[config.mk]
export PLATFORM = sky130hd
export DESIGN_NAME = ieee_decode
export DESIGN_NICKNAME = d
export VERILOG_FILES = /design/src/rtl/ieee_decode.sv
export SDC_FILE = /design/constraint.sdc
export NUM_CORES = 1
export LEC_CHECK = 0
export ABC_AREA = 1
export CORE_UTILIZATION = 40
export CTS_BUF_LIST = sky130_fd_sc_hd__clkbuf_8
export DETAILED_ROUTE_END_ITERATION = 8
export GPL_ROUTABILITY_DRIVEN = 0
export SLEW_MARGIN = 20
export SYNTH_ARGS = -nofsm -noshare
export SYNTH_HDL_FRONTEND = slang
export SYNTH_SLANG_ARGS = --single-unit
[constraint.sdc]
create_clock -name clk -period 1.9 [get_ports clk]
set_clock_uncertainty 0.05 [all_clocks]
set_input_delay 0.19 -clock clk [delete_from_list [all_inputs] [get_ports clk]]
set_output_delay 0.19 -clock clk [all_outputs]
set_load 0.02 [all_outputs]
[src/rtl/ieee_decode.sv]
// ieee_decode
// Converts an IEEE-754 single-precision operand in the range [1.0, 32.0) to
// a 5-bit integer part plus two truncated decimal fraction digits. Zero (either
// sign) yields all-zero results; negative, non-finite, >= 32.0 or < 1.0 operands
// flag err.
//
// Ports
//   clk       system clock, all state changes on its rising edge
//   rst       synchronous active-high reset
//   start     request to convert in_float, sampled only while busy=0
//   in_float  {sign, exp[7:0], mant[22:0]}
//   busy      high in every state except IDLE
//   done      one-cycle completion pulse; results valid from this cycle on
//   err       operand out of supported range
//   int_part  truncated integer part
//   dig1      tenths digit (0..9)
//   dig2      hundredths digit (0..9)
//
// state | meaning
// IDLE  | waiting for start
// SHIFT | aligning 5.23 fixed-point value, k shifts remaining
// DIG1  | extracting tenths digit
// DIG2  | extracting hundredths digit, publishing results
// FIN   | publishing zero / error result
module ieee_decode (
   input  logic        clk,
   input  logic        rst,
   input  logic        start,
   input  logic [31:0] in_float,
   output logic        busy,
   output logic        done,
   output logic        err,
   output logic [4:0]  int_part,
   output logic [3:0]  dig1,
   output logic [3:0]  dig2
);

   typedef enum logic [2:0] {
      IDLE  = 3'd0,
      SHIFT = 3'd1,
      DIG1  = 3'd2,
      DIG2  = 3'd3,
      FIN   = 3'd4
   } state_t;

   state_t      state, state_nxt;
   logic [27:0] r, r_nxt;
   logic [2:0]  k, k_nxt;
   logic        cls_err, cls_err_nxt;
   logic [3:0]  d1_q, d1_q_nxt;
   logic        done_nxt, err_nxt;
   logic [4:0]  int_part_nxt;
   logic [3:0]  dig1_nxt, dig2_nxt;

   logic        sgn;
   logic [7:0]  ex;
   logic [22:0] mt;
   logic        is_zero, is_err;
   logic [26:0] prod;

   assign sgn = in_float[31];
   assign ex  = in_float[30:23];
   assign mt  = in_float[22:0];

   assign is_zero = (ex == 8'd0) && (mt == 23'd0);
   assign is_err  = !is_zero &&
                    (sgn || (ex == 8'd255) || (ex > 8'd131) || (ex < 8'd127));

   // Fraction times ten without a multiplier; the top 4 bits are the next digit.
   assign prod = {1'b0, r[22:0], 3'b000} + {3'b000, r[22:0], 1'b0};

   assign busy = (state != IDLE);

   always_comb begin
      state_nxt    = state;
      r_nxt        = r;
      k_nxt        = k;
      cls_err_nxt  = cls_err;
      d1_q_nxt     = d1_q;
      done_nxt     = 1'b0;
      err_nxt      = err;
      int_part_nxt = int_part;
      dig1_nxt     = dig1;
      dig2_nxt     = dig2;

      case (state)
         IDLE: begin
            if (start) begin
               cls_err_nxt = is_err;
               if (is_zero || is_err) begin
                  state_nxt = FIN;
               end else begin
                  r_nxt     = {4'b0000, 1'b1, mt};
                  // exp-127 for exp in 127..131, taken modulo 8
                  k_nxt     = ex[2:0] + 3'd1;
                  state_nxt = SHIFT;
               end
            end
         end
         SHIFT: begin
            if (k != 3'd0) begin
               r_nxt = {r[26:0], 1'b0};
               k_nxt = k - 3'd1;
            end else begin
               state_nxt = DIG1;
            end
         end
         DIG1: begin
            d1_q_nxt  = prod[26:23];
            r_nxt     = {r[27:23], prod[22:0]};
            state_nxt = DIG2;
         end
         DIG2: begin
            r_nxt        = {r[27:23], prod[22:0]};
            int_part_nxt = r[27:23];
            dig1_nxt     = d1_q;
            dig2_nxt     = prod[26:23];
            err_nxt      = 1'b0;
            done_nxt     = 1'b1;
            state_nxt    = IDLE;
         end
         FIN: begin
            int_part_nxt = 5'd0;
            dig1_nxt     = 4'd0;
            dig2_nxt     = 4'd0;
            err_nxt      = cls_err;
            done_nxt     = 1'b1;
            state_nxt    = IDLE;
         end
         default: begin
            state_nxt = IDLE;
         end
      endcase
   end

   always_ff @(posedge clk) begin
      if (rst) begin
         state    <= IDLE;
         r        <= 28'd0;
         k        <= 3'd0;
         cls_err  <= 1'b0;
         d1_q     <= 4'd0;
         done     <= 1'b0;
         err      <= 1'b0;
         int_part <= 5'd0;
         dig1     <= 4'd0;
         dig2     <= 4'd0;
      end else begin
         state    <= state_nxt;
         r        <= r_nxt;
         k        <= k_nxt;
         cls_err  <= cls_err_nxt;
         d1_q     <= d1_q_nxt;
         done     <= done_nxt;
         err      <= err_nxt;
         int_part <= int_part_nxt;
         dig1     <= dig1_nxt;
         dig2     <= dig2_nxt;
      end
   end

endmodule

==> reports/metrics.yaml, run 1 <==
grt_pass1_vias: 4491
diodes: 0
gr-total-overflow: 0
pwr-share-seq: 0.437
cts_buffer_depth: 2
worstMarginPinSlew_ns: 0.421
hold_slack_ns: 0.421
num_rows: 37
ctsHoldBuffers: 0
synthDistinctLibCells: 36
crit_path_end_kind: "flip-flop"
dieArea_um2: 10900
synth_area_leaders: "dfxtp_1 (26%), nand2_1 (23%), inv_1 (10%), ha_1 (7.4%), a21oi_1 (6.8%)"
tritoncts: "yes"
worst_setup_hold_path_clk_slew_ns: 0.11
cp_data_required_time_ns: 2.08
synth_cells: 723
synth_area_leader_cell: "dfxtp_1"
io_buffers: 50
rsz0062_at_grt: "yes"
initial_core_util: 0.410
wirelength_um: 13300
die_x_um: 105
finalWorstSetupSlack_ns: 0.0401
finalSetupViolCount: 0
htree_levels: 2
p_sw_mw: 0.923
synth_seq_cells: 54
reg2reg_depth: 11
drc: 0
path_buf_inv: 3
crit_path_start_kind: "flip-flop"
yosysSeqAreaShare: 0.257
avgViaCountPerCell: 5.07
ir_drop_v: 0.000280
grt_max_degree: 43
critPathSlowestCell: "dfxtp_2"
period_needed_ns: 1.86
fp.dieH_um: 105
arrival_ns: 2.04
avgSynthCellArea_um2: 5.82
syn_to_final_growth_pct: 39.5
clkLatencyLatePin_ns: 0.32
crit_fanout: 3
hold_path_startpoint: "int_part[3]"
leakage_nw: 2.73
grt_use_total: 0.242
timing.fmax_ghz: 0.538
grt_pass1_wl_um: 21200
clockPowerShare: 0.285
rr_endpoint: "r[7]"
root_buffer: "clkbuf_8"
ios: 51
firstDrtPassIters: 5
dpl_worst_slack_ns: -0.103
p_int_mw: 1.99
fin_util: 0.571
core_area_um2: 10300
yosysTopAreaCellShare: 0.257
layout.nets: 879
drv_cap: 0
min_path_type: "flip-flop to flip-flop"
num_vias: 4839
yosysWarnings: 0
slew_violations: 0
postRouteAntennaNets: 0
cpPeakStageDelay_ns: 0.37
synth_nets: 784
finalHoldViolCount: 0
wire_per_inst_um: 13.9
antenna_found_initial: 0
fin_crit_sh: 0.979
fillers: 1032
max_slew_margin: 0.719
drive_above_1_share: 0.215
pwr-share-comb: 0.278
drtIter0Drc: 247
p_per_area_nw_per_um2: 496
r2r_start: "r[2]"
ff2ff_setup_slack_ns: 0.04
hold_end: "int_part[3]"
status: "finished clean"
crit_chain: "ha_4, inv_2, fa_2, inv_2, nand3_2, nand3_2, buf_4, xnor2_1, o21ai_0, o21ai_1, nor2_1"
crit_type: "flip-flop to flip-flop"
min_delay_path_depth: 2
critPathTopFamily: "adder cells"
cts_sinks: 54
netlist_area_um2: 4210
dpl.hpwl_um: 10300
netSwitchingFraction: 0.317
cts_buffers: 5
p_total_mw: 2.91
-- power by group through the flow --
stage	Sequential (mW)	Clock (mW)	Combinational, mW
floorplan	1.25	0	0.400
global placement	1.26	0	0.680
detailed placement	1.26	0	0.688
CTS	1.25	0.845	0.717
global route	1.28	0.892	0.902
finish	1.27	0.831	0.809
-- final cells by class --
type	instances	area [um^2]	share of cell area
inverter	117	439	0.0748
multi-input combinational	534	3070	0.523
tap	136	170	0.0290
sequential	54	1130	0.193
clock buffer	5	68.8	0.0117
clock inverter	3	48.8	0.00831
timing repair buffer	106	941	0.160
-- flip-flops by register name (all words and copies together) (netlist names), 3 cells and up --
register / cells
r: 28
int_part: 5
d1_q: 4
dig1: 4
dig2: 4
k: 3
state: 3
-- cell usage after synthesis, drive strengths merged --
cell type	count
nand2	258
inv	115
nor2	59
a21oi	57
dfxtp	54
nand3	48
o21ai	35
ha	25
nor3	12
buf	9
clkbuf	9
nand3b	7
o21a	6
nand4	5
nor4	4
a22oi	2
and2	2
clkinv	2
o211ai	2
o221ai	2
o22ai	2
xnor2	2
a211oi	1
a311oi	1
and3	1
fa	1
or2	1
xor2	1
-- worst max path at each step --
stage / from / endpoint / slack (ns) / depth (start not counted)
floorplan: r[2] / r[19] / 0.10 / 13
global placement: r[2] / d1_q[0] / -0.08 / 14
detailed placement: r[0] / d1_q[0] / -0.10 / 14
CTS: r[12] / d1_q[1] / 0.004 / 12
global route: r[8] / d1_q[1] / -0.06 / 13
finish: r[2] / r[7] / 0.04 / 11
-- metal layers --
metal	up-vias	routed length, um	global-route usage	part of all wire
met2	127	6190	0.397	0.47
met3	14	742	0.0268	0.056
met4	0	177	0.0674	0.013
met1	2224	6190	0.337	0.47
li1	2474	-	-	-
met5	-	0	0	0
-- logic make-up (layout without fill, tap and decap cells) --
family / after synthesis / count (layout) / share of synthesized area
compound gates: 108 / 108 / 0.138
buf+inv: 135 / 231 / 0.127
xor+xnor: 3 / 3 / 0.00624
simple gates: 397 / 397 / 0.393
fa+ha+maj: 26 / 26 / 0.0791
flops: 54 / 54 / 0.257
-- per-stage QoR --
stage                     cell area [um^2]  std cells  setup TNS (ns)
final                                 5870        955               0
after global routing                  5870        955          -0.201
after CTS                             5430        952               0
after detailed placement              5200        944           -1.48
after global placement                5200        944          -0.652
after floorplan                       4210        723               0
-- placed cells by master (no fill, tap or decap), types with 9 or more instances in the layout --
| master | synthesis | final |
|---|---|---|
| nand2_1 | 256 | 237 |
| inv_1 | 113 | 108 |
| buf_4 | 1 | 53 |
| clkdlybuf4s50_1 | 0 | 50 |
| a21oi_1 | 57 | 49 |
| nor2_1 | 57 | 45 |
| nand3_1 | 48 | 34 |
| o21ai_0 | 35 | 33 |
| dfxtp_1 | 54 | 33 |
| ha_4 | 0 | 21 |
| nand2_2 | 1 | 19 |
| nand3_2 | 0 | 13 |
| dfxtp_2 | 0 | 11 |
| nor2_2 | 1 | 10 |
| dfxtp_4 | 0 | 10 |
| nor3_1 | 10 | 9 |
-- timing repair --
action	in CTS	in global routing
buffers inserted	0	3
gates resized for setup	26	101
hold endpoints to repair	0	0
pin swaps	1	16
setup endpoints to repair	23	32
-- worst min-delay path, cell delays in order (launching register included) --
cell and delay (ns):
dfxtp_1 0.33, nand2_1 0.06, a21oi_1 0.05
(Power assumes the default switching activity.)
==> run 2: changes to the inputs <==
- ABC_CLOCK_PERIOD_IN_PS: unset -> 1900
- CTS_CLUSTER_DIAMETER: unset -> 150
==> results of run 2 <==
The final DEF is identical to that of run 1; final timing and power are the same.
